File: src/rtl/keccak_pad_pkg.sv
`default_nettype none
// ============================================================================
// Module   : keccak_pad_pkg
// Purpose  : Shared constants, domain-separation byte and FSM state type for
//            the keccak_pad message feeder.
// Config   : KECCAK_PAD_SHA3_EN defined   -> DS = 0x06 (SHA-3 suffix)
//            KECCAK_PAD_SHA3_EN undefined -> DS = 0x01 (Keccak pad10*1)
// Revision : 1.0  initial release
// ============================================================================
package keccak_pad_pkg;

   localparam int N              = 64;                 // core lane/word width
   localparam int RATE_WORDS_DEF = 17;                 // 1088-bit rate
   localparam int BYTES_W_DEF    = $clog2(N / 8) + 1;  // byte-count field width
   localparam int WCNT_W         = 5;                  // holds 0..23

   localparam logic [7:0] DS_KECCAK = 8'h01;
   localparam logic [7:0] DS_SHA3   = 8'h06;

   function automatic logic [7:0] ds_byte(input logic sha3);
      return sha3 ? DS_SHA3 : DS_KECCAK;
   endfunction

`ifdef KECCAK_PAD_SHA3_EN
   localparam logic [7:0] DS = ds_byte(1'b1);
`else
   localparam logic [7:0] DS = ds_byte(1'b0);
`endif

   typedef enum logic [1:0] {
      IDLE   = 2'd0,
      ABSORB = 2'd1,
      PAD    = 2'd2,
      LAST   = 2'd3
   } pad_state_t;

endpackage
`default_nettype wire

File: src/rtl/keccak_pad_word.sv
`default_nettype none
// ============================================================================
// Module   : keccak_pad_word
// Purpose  : Combinational byte masker / inserter for one padded word.
//            Bytes below k pass through, byte k becomes ds when ds_en is set,
//            every other byte is zero; final_bit ORs into bit N-1.
// Ports    : data      in  N        raw message word
//            k         in  BYTES_W  number of valid low bytes (N/8 = all)
//            ds_en     in  1        insert ds at byte k
//            ds        in  8        domain-separation byte
//            final_bit in  1        set bit N-1 (closing pad bit)
//            padded    out N        resulting word
// Revision : 1.0  initial release
// ============================================================================
module keccak_pad_word
   import keccak_pad_pkg::*;
#(
   parameter int BYTES_W = BYTES_W_DEF
) (
   input  logic [N-1:0]       data,
   input  logic [BYTES_W-1:0] k,
   input  logic               ds_en,
   input  logic [7:0]         ds,
   input  logic               final_bit,
   output logic [N-1:0]       padded
);

   always_comb begin
      padded = '0;
      for (int i = 0; i < N / 8; i++) begin
         if (BYTES_W'(i) < k)
            padded[8*i +: 8] = data[8*i +: 8];
         else if ((BYTES_W'(i) == k) && ds_en)
            padded[8*i +: 8] = ds;
      end
      // The closing bit may share a byte with ds (ds|0x80 in one byte).
      padded[N-1] = padded[N-1] | final_bit;
   end

endmodule
`default_nettype wire

File: src/rtl/keccak_pad.sv
`default_nettype none
// ============================================================================
// Module   : keccak_pad
// Purpose  : Upstream feeder for the keccak core. Applies multi-rate padding
//            to a byte-granular word stream and cuts it into RATE_WORDS-word
//            blocks. One message in flight at a time.
// Config   : KECCAK_PAD_SHA3_EN selects the SHA-3 domain byte (see package).
// Ports    : Clock, Reset (sync, active high)
//            Msg_data/Msg_bytes/Msg_valid/Msg_last  in   message stream
//            Msg_ready                              out  word accepted
//            Start       out  one-cycle message-start pulse to core
//            Din         out  padded word to core
//            Din_valid   out  Din transferred this cycle
//            Last_block  out  pulse after final block fully written
//            Buffer_full in   core buffer full, stalls transfers
//            Ready       in   core idle, may begin a new message
// Revision : 1.0  initial release
// ============================================================================
module keccak_pad
   import keccak_pad_pkg::*;
#(
   parameter int RATE_WORDS = RATE_WORDS_DEF,
   parameter int BYTES_W    = BYTES_W_DEF
) (
   input  logic               Clock,
   input  logic               Reset,
   input  logic [N-1:0]       Msg_data,
   input  logic [BYTES_W-1:0] Msg_bytes,
   input  logic               Msg_valid,
   input  logic               Msg_last,
   output logic               Msg_ready,
   output logic               Start,
   output logic [N-1:0]       Din,
   output logic               Din_valid,
   output logic               Last_block,
   input  logic               Buffer_full,
   input  logic               Ready
);

   localparam logic [BYTES_W-1:0] FULL_K   = BYTES_W'(N / 8);
   localparam logic [WCNT_W-1:0]  WCNT_MAX = WCNT_W'(RATE_WORDS - 1);

   pad_state_t          state, state_nxt;
   logic [WCNT_W-1:0]   wcnt, wcnt_nxt;
   logic                pend_ds, pend_ds_nxt;   // full last word: DS still owed

   logic                at_end;
   logic                short_last;
   logic [N-1:0]        word_data;
   logic [BYTES_W-1:0]  word_k;
   logic                word_ds_en;
   logic                word_final;

   assign at_end     = (wcnt == WCNT_MAX);
   assign short_last = Msg_last && (Msg_bytes < FULL_K);

   keccak_pad_word #(
      .BYTES_W   (BYTES_W)
   ) u_word (
      .data      (word_data),
      .k         (word_k),
      .ds_en     (word_ds_en),
      .ds        (DS),
      .final_bit (word_final),
      .padded    (Din)
   );

   always_ff @(posedge Clock) begin
      if (Reset) begin
         state   <= IDLE;
         wcnt    <= '0;
         pend_ds <= 1'b0;
      end else begin
         state   <= state_nxt;
         wcnt    <= wcnt_nxt;
         pend_ds <= pend_ds_nxt;
      end
   end

   always_comb begin
      state_nxt   = state;
      wcnt_nxt    = wcnt;
      pend_ds_nxt = pend_ds;
      Start       = 1'b0;
      Msg_ready   = 1'b0;
      Din_valid   = 1'b0;
      Last_block  = 1'b0;
      word_data   = '0;
      word_k      = '0;
      word_ds_en  = 1'b0;
      word_final  = 1'b0;

      case (state)
         IDLE: begin
            // Gated by Reset so Start stays low while reset is held.
            if (Msg_valid && Ready && !Reset) begin
               Start       = 1'b1;
               state_nxt   = ABSORB;
               wcnt_nxt    = '0;
               pend_ds_nxt = 1'b0;
            end
         end

         ABSORB: begin
            Msg_ready  = !Buffer_full;
            Din_valid  = Msg_valid && !Buffer_full;
            word_data  = Msg_data;
            // Non-last words pass whole; with k = N/8 no byte index matches
            // k, so ds_en may simply follow Msg_last.
            word_k     = Msg_last ? Msg_bytes : FULL_K;
            word_ds_en = Msg_last;
            word_final = short_last && at_end;
            if (Din_valid) begin
               wcnt_nxt = at_end ? '0 : wcnt + 1'b1;
               if (Msg_last) begin
                  if (short_last && at_end) begin
                     state_nxt = LAST;
                  end else begin
                     state_nxt   = PAD;
                     pend_ds_nxt = !short_last;
                  end
               end
            end
         end

         PAD: begin
            Din_valid  = !Buffer_full;
            word_ds_en = pend_ds;
            word_final = at_end;
            if (Din_valid) begin
               pend_ds_nxt = 1'b0;
               wcnt_nxt    = at_end ? '0 : wcnt + 1'b1;
               if (at_end)
                  state_nxt = LAST;
            end
         end

         LAST: begin
            Last_block = 1'b1;
            state_nxt  = IDLE;
            wcnt_nxt   = '0;
         end

         default: begin
            state_nxt = IDLE;
         end
      endcase
   end

`ifndef SYNTHESIS
   always_ff @(posedge Clock) begin
      if (!Reset && (state == ABSORB) && Msg_valid)
         assert ((Msg_bytes <= FULL_K) && (Msg_last || (Msg_bytes == FULL_K)))
            else $error("keccak_pad: illegal Msg_bytes %0d", Msg_bytes);
   end
`endif

endmodule
`default_nettype wire

File: config.mk
export PLATFORM = sky130hd
export DESIGN_NAME = keccak_pad
export DESIGN_NICKNAME = d
export VERILOG_FILES = /design/src/rtl/keccak_pad_pkg.sv /design/src/rtl/keccak_pad_word.sv /design/src/rtl/keccak_pad.sv
export SDC_FILE = /design/constraint.sdc
export NUM_CORES = 1
export LEC_CHECK = 0
export ABC_CLOCK_PERIOD_IN_PS = 2100
export CAP_MARGIN = 20
export CORE_ASPECT_RATIO = 1.2
export CORE_MARGIN = 3
export CORE_UTILIZATION = 25
export CTS_CLUSTER_DIAMETER = 50
export DETAILED_ROUTE_END_ITERATION = 10
export PLACE_DENSITY = 0.78
export SYNTH_ARGS = -nofsm -noshare
export SYNTH_HDL_FRONTEND = slang
export SYNTH_SLANG_ARGS = --single-unit
File: constraint.sdc
create_clock -name Clock -period 2.1 [get_ports Clock]
set_clock_uncertainty 0.2 [all_clocks]
set_input_delay 0.21 -clock Clock [delete_from_list [all_inputs] [get_ports Clock]]
set_output_delay 0.21 -clock Clock [all_outputs]
set_load 0.03 [all_outputs]
==> results.md <==
* Fin. max-slew vios at 0
* Achievable frequency at 476 MHz
* Syn_area_per_cell at 7.31 um^2
* Hold Slack at 290 ps
* Core Box Area at 4700 um^2
* Crit path max-delay cell type: dfxtp_2
* Inserted Clock Buffers at 3
* Vias at 1872
* Power Total at 2550 uW
* Min Clock Period, post-route at 2100 ps
* Seq/Total Area, Yosys at 12.8%
* Die width at 70.6 um
* Post-Synthesis Cells at 171
* Worst vdd ir at 0.000615 V
* Post-DP HPWL at 4760 um
* Die Height at 83.5 um
* Share of the cycle needed by the critical path after routing at 100%
* Gr usage total at 18.9%
* Later-pin clock latency in the skew report at 230 ps
* Synth Flop Type: dfxtp_1
* RR Startpoint: state[1]
* Reg2reg end: wcnt[4]
* R2R depth at 7
* Unrepaired setup endpoints after global routing: true
* Gpl congestion at 0.843
* Placed Area at 2840 um^2
* Max cap viols at 0
* Antenna violations before repair at 0
* Worst hold path depth at 2
* Post-DR vias/cell at 4.67
* Reg2Reg Setup Slack at 80 ps
* Critical path data arrival time at 1690 ps
* Clock Tree Buf Depth at 2
* Synthesized area at 1250 um^2
* Setup TNS at -0.559 ps
* Number of global-route vias before repair at 1839
* Worst Hold End: wcnt[1]
* Critical path startpoint category: flop
* Syn-to-layout area delta at 146%
* Final wirelength at 5970 um
* Unique masters post-synth at 48
* Core Rows at 27
* H-tree levels at 1
* Detailed-route DRC error count at 0
* Grt ovf at 0
* CP cell instances: inv_2 > ha_4 > and3b_1 > and3b_2 > nor2b_4 > and2_2 > buf_6
* Status: finished, violations left
* DRT iter0 DRCs at 40
* Final layout net count at 426
* Mapped Nets at 252
* Die Area at 5890 um^2
* Crit end category: output pin
* ANT cells at 0
* Biggest cell delay along the critical path at 320 ps
* Root Driver: clkbuf_8
* Setup ws final at -0.559 ps
* Antenna violation net count after detailed routing at 0
* #FFs+latches synth at 8
* Largest net degree at the start of global routing at 23
* Clk sinks at 8
* Final setup violation count at 1
* Post-synth EDFFs at 0
* TritonCTS clock tree: yes
* DR pass1 iterations at 4
* Critical path class: flop to output pin
* Pleak at 0.00147 uW
* Slew headroom at 75.0%
* Reg clk slew, reported paths at 40 ps
* Asr flop ratio synth at 0%
* CTS Hold Bufs at 0
* Hold_sp: wcnt[1]
* Worst hold path class: flop to flop
* First-pass GRT wire length at 9090 um
* Drt wl/cell at 14.9 um
* Util after Layout at 65.4%
* Crit-path max FO at 8
* Port bufs at 141
* Fillers at 427
* Failing checks: setup timing
* Share of layout cells above drive strength 1 at 42.6%
* # IOs at 142
* Syn. warnings at 0
* Actual slew at the worst max-slew pin at 370 ps
* Fin area at 3070 um^2
* Worst Path Required at 1690 ps
* Endpoints failing hold at 0
* Initial Util at 26.6%
* Pwr/cell area at 831 nW/um^2
-- worst max-delay path: cells and delay by family, from the launching register on --
family | cells | cell delay [ps]
adder cells (fa/ha/maj) | 1 | 180
AND/OR/NAND/NOR | 4 | 770
buffers and inverters | 2 | 170
flip-flops | 1 | 320
-- timing repair --
action                     CTS  global route
setup endpoints to repair   59            40
gates resized for setup    137            87
pin swaps                    6            16
cloned                       0             1
buffers inserted             3             5
-- report_power, final --
group | switching, uW | internal [uW]
clock network | 63.3 | 124
logic | 1140 | 1020
registers | 20.3 | 179
-- worst max-delay path by stage --
stage                   from  endpoint  slack [ps]  cells after the start
floorplan           state[1]   Din[48]          20                      7
global placement    Msg_last   Din[40]        -570                      6
detailed placement  Msg_last   Din[40]        -570                      6
CTS                 state[1]   Din[45]           1                      7
global route        state[1]   Din[45]         -80                      7
finish              state[1]   Din[45]        -0.6                      7
-- metal layers --
| metal | routed length (um) | GRT usage [%] | vias up |
|---|---|---|---|
| met3 | 362 | 2.53 | 9 |
| met5 | 0 | 0 | - |
| li1 | - | - | 939 |
| met4 | 112 | 6.67 | 0 |
| met2 | 3290 | 36.3 | 75 |
| met1 | 2210 | 20.5 | 849 |
-- layout make-up --
class	instances	area [um^2]	share of cell area, %
timing repair buffer	178	1610	52.5
multi-input combinational	147	1150	37.3
sequential	8	165	5.38
tap	58	72.6	2.36
clock buffer	3	41.3	1.34
inverter	7	33.8	1.10
-- kinds of logic (layout without fill, tap and decap cells) --
logic type,count (synthesis),count (layout),synth area share (%)
XOR/XNOR,1,1,0.701
adder cells (fa/ha/maj),7,7,7.01
flip-flops,8,8,12.8
buffers and inverters,16,188,6.21
multiplexers,1,1,0.801
AND/OR/NAND/NOR,101,101,50.1
AO/OA/AOI/OAI,37,37,22.3
-- synth_stat cells, drive strengths merged, types with 2 or more instances --
| cell | instances | area share, % |
|---|---|---|
| a211oi | 2 | 1.2 |
| nor2 | 5 | 2.1 |
| a22o | 2 | 2.1 |
| inv | 7 | 2.1 |
| a21oi | 9 | 3.9 |
| and2 | 30 | 15 |
| o211ai | 2 | 1.2 |
| ha | 7 | 7.0 |
| buf | 4 | 2.6 |
| nand2b | 2 | 1.0 |
| dfxtp | 8 | 13 |
| or3 | 2 | 1.0 |
| a21o | 3 | 1.8 |
| nor2b | 17 | 9.1 |
| and3 | 15 | 7.5 |
| o21ai | 7 | 2.8 |
| o21a | 3 | 2.4 |
| nand4 | 2 | 1.0 |
| and3b | 2 | 1.4 |
| nand2 | 14 | 4.2 |
| nand3 | 5 | 2.0 |
| clkbuf | 5 | 1.5 |
-- sequential cells by signal (all words and copies together), names as in the netlist --
signal,cells
state,2
wcnt,5
pend_ds,1
-- placed cells by master (no fill, tap or decap), types with 3 or more instances in the layout --
cell type / instances
clkbuf_8: 3
and2_1: 22
dlygate4sd2_1: 7
nor2b_1: 14
o21ai_1: 3
buf_2: 5
a21oi_1: 6
o21ai_0: 3
and3_1: 14
and2_4: 6
buf_6: 17
a21o_1: 3
inv_1: 4
ha_1: 4
dfxtp_1: 6
ha_4: 3
nand3_1: 5
nand2_1: 11
clkdlybuf4s50_1: 69
buf_4: 64
nor2_1: 3
clkbuf_2: 7
-- through the flow --
| step | std cells | worst slack [ps] |
|---|---|---|
| after global placement | 390 | -566 |
| after detailed placement | 390 | -574 |
| after global routing | 401 | -80.7 |
| final | 401 | -0.559 |
| after floorplan | 171 | 16.6 |
| after CTS | 395 | 1.00 |
Note: power is estimated with default switching activity, not from simulation.
